File: src/rtl/lcd_msg_scheduler.sv
// lcd_msg_scheduler: queues LCD message codes and shows each for a minimum dwell time,
// gated by LCD init completion.
module lcd_msg_scheduler #(
    parameter int unsigned DWELL_CYCLES = 800000,
    parameter int unsigned FIFO_DEPTH   = 4,
    parameter logic [7:0]  IDLE_MSG     = 8'h00,
    parameter logic [7:0]  BLANK_MSG    = 8'hFF
) (
    input  logic                         i_clk,
    input  logic                         i_rst,
    input  logic                         i_finish_init,
    input  logic                         i_req_valid,
    input  logic [7:0]                   i_req_code,
    output logic                         o_req_ready,
    output logic [7:0]                   o_message,
    output logic                         o_busy,
    output logic                         o_drop,
    output logic [$clog2(FIFO_DEPTH):0]  o_fifo_level
);
    localparam int AW = $clog2(FIFO_DEPTH);
    localparam int CW = $clog2(DWELL_CYCLES);

    typedef enum logic [1:0] {S_BLANK, S_IDLE, S_SHOW} state_t;

    state_t        state, state_nxt;
    logic [7:0]    mem [FIFO_DEPTH];
    logic [AW-1:0] wr_ptr, rd_ptr;
    logic [AW:0]   level;
    logic [CW-1:0] cnt, cnt_nxt;
    logic [7:0]    msg_nxt;
    logic          empty, expire, refresh, push, pop;

    assign empty        = level == '0;
    assign o_req_ready  = level != (AW+1)'(FIFO_DEPTH);
    assign expire       = cnt == CW'(DWELL_CYCLES - 1);
    // Re-requesting the code already on screen extends its dwell instead of queueing a duplicate
    assign refresh      = state == S_SHOW && i_finish_init && empty && i_req_valid && i_req_code == o_message;
    assign push         = i_req_valid && o_req_ready && !refresh;
    assign o_busy       = state == S_SHOW;
    assign o_fifo_level = level;

    always_comb begin
        state_nxt = state;
        msg_nxt   = o_message;
        cnt_nxt   = cnt;
        pop       = 1'b0;
        if (!i_finish_init) begin
            state_nxt = S_BLANK;
            msg_nxt   = BLANK_MSG;
            cnt_nxt   = '0;
        end else begin
            case (state)
                S_BLANK: begin
                    state_nxt = S_IDLE;
                    msg_nxt   = IDLE_MSG;
                end
                S_IDLE: if (!empty) begin
                    pop       = 1'b1;
                    msg_nxt   = mem[rd_ptr];
                    cnt_nxt   = '0;
                    state_nxt = S_SHOW;
                end
                S_SHOW: begin
                    if (refresh) cnt_nxt = '0;
                    else if (expire && !empty) begin
                        pop     = 1'b1;
                        msg_nxt = mem[rd_ptr];
                        cnt_nxt = '0;
                    end else if (expire) begin
                        msg_nxt   = IDLE_MSG;
                        cnt_nxt   = '0;
                        state_nxt = S_IDLE;
                    end else cnt_nxt = cnt + 1'b1;
                end
                default: begin
                    state_nxt = S_BLANK;
                    msg_nxt   = BLANK_MSG;
                    cnt_nxt   = '0;
                end
            endcase
        end
    end

    always_ff @(posedge i_clk or posedge i_rst) begin
        if (i_rst) begin
            state     <= S_BLANK;
            o_message <= BLANK_MSG;
            cnt       <= '0;
            wr_ptr    <= '0;
            rd_ptr    <= '0;
            level     <= '0;
            o_drop    <= 1'b0;
        end else begin
            state     <= state_nxt;
            o_message <= msg_nxt;
            cnt       <= cnt_nxt;
            o_drop    <= i_req_valid && !o_req_ready;
            if (push) wr_ptr <= wr_ptr + 1'b1;
            if (pop) rd_ptr <= rd_ptr + 1'b1;
            level     <= level + (AW+1)'(push) - (AW+1)'(pop);
        end
    end

    always_ff @(posedge i_clk) begin
        if (push) mem[wr_ptr] <= i_req_code;
    end
endmodule

File: config.mk
export PLATFORM = sky130hd
export DESIGN_NAME = lcd_msg_scheduler
export DESIGN_NICKNAME = d
export VERILOG_FILES = /design/src/rtl/lcd_msg_scheduler.sv
export SDC_FILE = /design/constraint.sdc
export NUM_CORES = 1
export LEC_CHECK = 0
export CAP_MARGIN = 10
export CORE_ASPECT_RATIO = 1.1
export CORE_UTILIZATION = 45
export DETAILED_ROUTE_END_ITERATION = 8
export PLACE_DENSITY = 0.74
export SLEW_MARGIN = 25
export SYNTH_ARGS = -nofsm -noshare
export SYNTH_HDL_FRONTEND = slang
export SYNTH_SLANG_ARGS = --single-unit
File: constraint.sdc
create_clock -name i_clk -period 7.3 [get_ports i_clk]
set_input_delay 2.19 -clock i_clk [delete_from_list [all_inputs] [get_ports i_clk]]
set_output_delay 2.19 -clock i_clk [all_outputs]
set_load 0.05 [all_outputs]
==> results_dict.tcl <==
set metrics [dict create \
    fin_crit_ns 5.04 \
    synth_edf_count 32 \
    hpwlAfterDp_mm 4.81 \
    maxCapViolCount 0 \
    synth_warnings 0 \
    rows 32 \
    ctsHoldBuffers 0 \
    io_pins 26 \
    async_flop_share_pct 54.3 \
    cp.required_ns 7.53 \
    gr-total-overflow 0 \
    status "completed" \
    grt_max_degree 39 \
    core_um2 7170 \
    whs_path_depth 2 \
    min_from "o_message[3]" \
    syn_area_per_cell_um2 12.1 \
    die_area_um2 7960 \
    drt-wirelength-per-cell_um 17.8 \
    port_buffers 25 \
    final_util_pct 54.9 \
    dr.pass1.iters 4 \
    grt_pass1_vias 2331 \
    cts_buffers 9 \
    setup_violations 0 \
    htree_levels 3 \
    synth_compound_area_share_pct 8.55 \
    r2r_end "o_fifo_level[2]" \
    arrival_ns 5.27 \
    worst-r2r-setup-slack_ns 3.98 \
    vdd_ir_drop_max_mv 0.269 \
    fin_crit_sh_pct 69.0 \
    hold_viol 0 \
    cts_root_buf "clkbuf_8" \
    tritoncts "yes" \
    yosysSeqAreaShare_pct 56.1 \
    track_usage_pct 19.8 \
    cts_resized 0 \
    whs_endpoint "o_message[3]" \
    drc_errors 0 \
    final_nets 331 \
    drive_above_1_share_pct 12.8 \
    drt_iter0_markers 172 \
    via_per_inst 5.84 \
    setup_slack_ns 2.26 \
    ys.flop_type "edfxtp_1" \
    final_area_um2 3940 \
    vias 2317 \
    yosys.area.top_type "edfxtp_1" \
    clockBufferDepth 2 \
    power_density_nw_per_um2 360 \
    synth.cell_area_um2 3420 \
    die_w_um 85.2 \
    drv_slew 0 \
    totalWireLength_mm 7.07 \
    yosys.area.top_type_share_pct 28.1 \
    area_growth_pct 15.0 \
    antenna_found_initial 0 \
    synth_fp_nets 306 \
    hold_class "flop to flop" \
    end_kind "flop" \
    initial_utilization_pct 47.8 \
    ys_ff_latch 70 \
    skew_ns 0.00974 \
    clock_latency_ns 0.36 \
    cp_max_fo 10 \
    fmax_mhz 198 \
    synth_top_family_by_area "simple AND/OR/NAND/NOR gates" \
    muxShareOfSynthArea_pct 5.88 \
    nFillCells 572 \
    yosys.area_share.adder_pct 4.61 \
    dp.cells 381 \
    r2r-start "state[0]" \
    slew_headroom_pct 39.8 \
    leakage_nw 1.53 \
    worstMarginPinSlew_ns 0.896 \
    drtAntennaViolNets 0 \
    fin_cells 397 \
    clkSinkCount 70 \
    clkSlewWorstSetupHoldPaths_ns 0.08 \
    grt_pass1_wl_mm 11.6 \
    synthSimpleGateAreaFrac_pct 16.3 \
    crit_type "input port to flop" \
    fin_setup_tns_ns 0 \
    r2r_cells 14 \
    startpoint_type "input port" \
    gp_congestion 0.779 \
    ys_top_cells_by_area "edfxtp_1 (28%), dfrtp_1 (22%), dfstp_2 (6.1%), mux4_2 (5.3%), xor2_1 (4.6%)" \
    syn_inst 282 \
    synth-xor-area-share_pct 5.88 \
    placed_area_um2 3740 \
    cts_setup_buffers 0 \
    synth_cell_types 47 \
    place_ws_ns 1.95 \
    antenna_cells 0 \
    fp.dieH_um 93.5 \
    rsz0062_at_grt "false" \
]
## state kept, by name (all words and copies together), names as in the netlist
| signal | count |
|---|---|
| o_message | 8 |
| mem | 32 |
| o_fifo_level | 3 |
| wr_ptr | 2 |
| state | 2 |
| cnt | 20 |
| rd_ptr | 2 |
| o_drop | 1 |
## through the flow
step	power (mW)	hold WS, ns
final	1.42	0.510
after global routing	1.49	0.528
after CTS	1.43	0.511
after detailed placement	1.11	0.499
after global placement	1.10	0.493
after floorplan	0.954	0.476
## cell usage in the layout (no fill, tap or decap), types with 2 or more instances in the layout
cell             count
edfxtp_1            32
dfrtp_1             30
nor2_1              27
clkdlybuf4s50_1     25
xor2_1              18
o31ai_1             18
nand2_1             16
nand3_1             11
inv_1               11
ha_1                11
clkbuf_8             9
nand4_1              8
and3_1               8
mux4_2               8
dfstp_2              8
and2_1               7
o21ai_0              6
or3_1                5
xnor2_1              5
nor3_1               4
a21oi_1              4
a31oi_1              4
nor4_1               3
nor3b_1              2
and4_1               2
o22ai_1              2
clkinv_2             2
clkinv_4             2
## area by class of cell
cell class	count	area [µm²]	area share, %
inverter	11	41.3	1.05
tap	85	106	2.70
sequential	70	1920	48.8
clock buffer	9	124	3.15
clock inverter	7	73.8	1.87
timing repair buffer	26	258	6.55
multi-input combinational	189	1410	35.9
## Yosys cell counts, drive strengths merged (5+ instances only)
| master | number |
|---|---|
| clkbuf | 9 |
| edfxtp | 32 |
| mux4 | 8 |
| dfrtp | 30 |
| dfstp | 8 |
| nand4 | 8 |
| and2 | 7 |
| and3 | 8 |
| o21ai | 7 |
| ha | 11 |
| o31ai | 18 |
| nand2 | 16 |
| a21oi | 5 |
| nor2 | 27 |
| nand3 | 11 |
| xnor2 | 5 |
| or3 | 5 |
| inv | 11 |
| xor2 | 18 |
## logic make-up (layout without fill, tap and decap cells)
| kind of cell | after synthesis | count (layout) |
|---|---|---|
| adder cells (fa/ha/maj) | 12 | 12 |
| flip-flops | 70 | 70 |
| XOR/XNOR | 23 | 23 |
| AO/OA/AOI/OAI | 42 | 42 |
| AND/OR/NAND/NOR | 102 | 102 |
| multiplexers | 10 | 10 |
| buffers and inverters | 23 | 53 |
## how the worst max path moves through the flow
| stage | startpoint | to | slack, ns | depth (start not counted) |
|---|---|---|---|---|
| final | i_finish_init | o_fifo_level[2] | 2.26 | 13 |
| after global routing | i_finish_init | o_fifo_level[2] | 1.97 | 13 |
| after CTS | i_req_code[7] | o_fifo_level[2] | 2.28 | 13 |
| after detailed placement | i_req_code[7] | o_fifo_level[2] | 1.95 | 13 |
| after global placement | i_req_code[7] | o_fifo_level[2] | 2.02 | 13 |
| after floorplan | i_finish_init | o_fifo_level[2] | 2.57 | 14 |
## where the power goes
group	total (mW)	switching [mW]	internal [mW]	leakage, nW
logic	0.501	0.304	0.196	0.647
clock network	0.313	0.155	0.159	0.0996
registers	0.604	0.0845	0.519	0.779
total	1.42	0.544	0.874	1.53
## per-layer routing
metal	global-route usage (%)	vias up	part of all wire [%]
met5	0	-	0
met4	8.76	0	2.3
met3	5.12	17	4.4
met2	30.1	65	46
met1	26.7	1135	47
li1	-	1100	-
## critical path, stage by stage
cell	delay [ns]
clkdlybuf4s50_1	0.68
nand2_1	0.16
nor3b_1	0.28
nand4_1	0.36
and3_1	0.39
inv_1	0.09
ha_1	0.23
inv_1	0.06
ha_1	0.13
inv_1	0.05
fa_1	0.37
xnor2_1	0.14
xnor2_1	0.14
(Power assumes the default switching activity.)
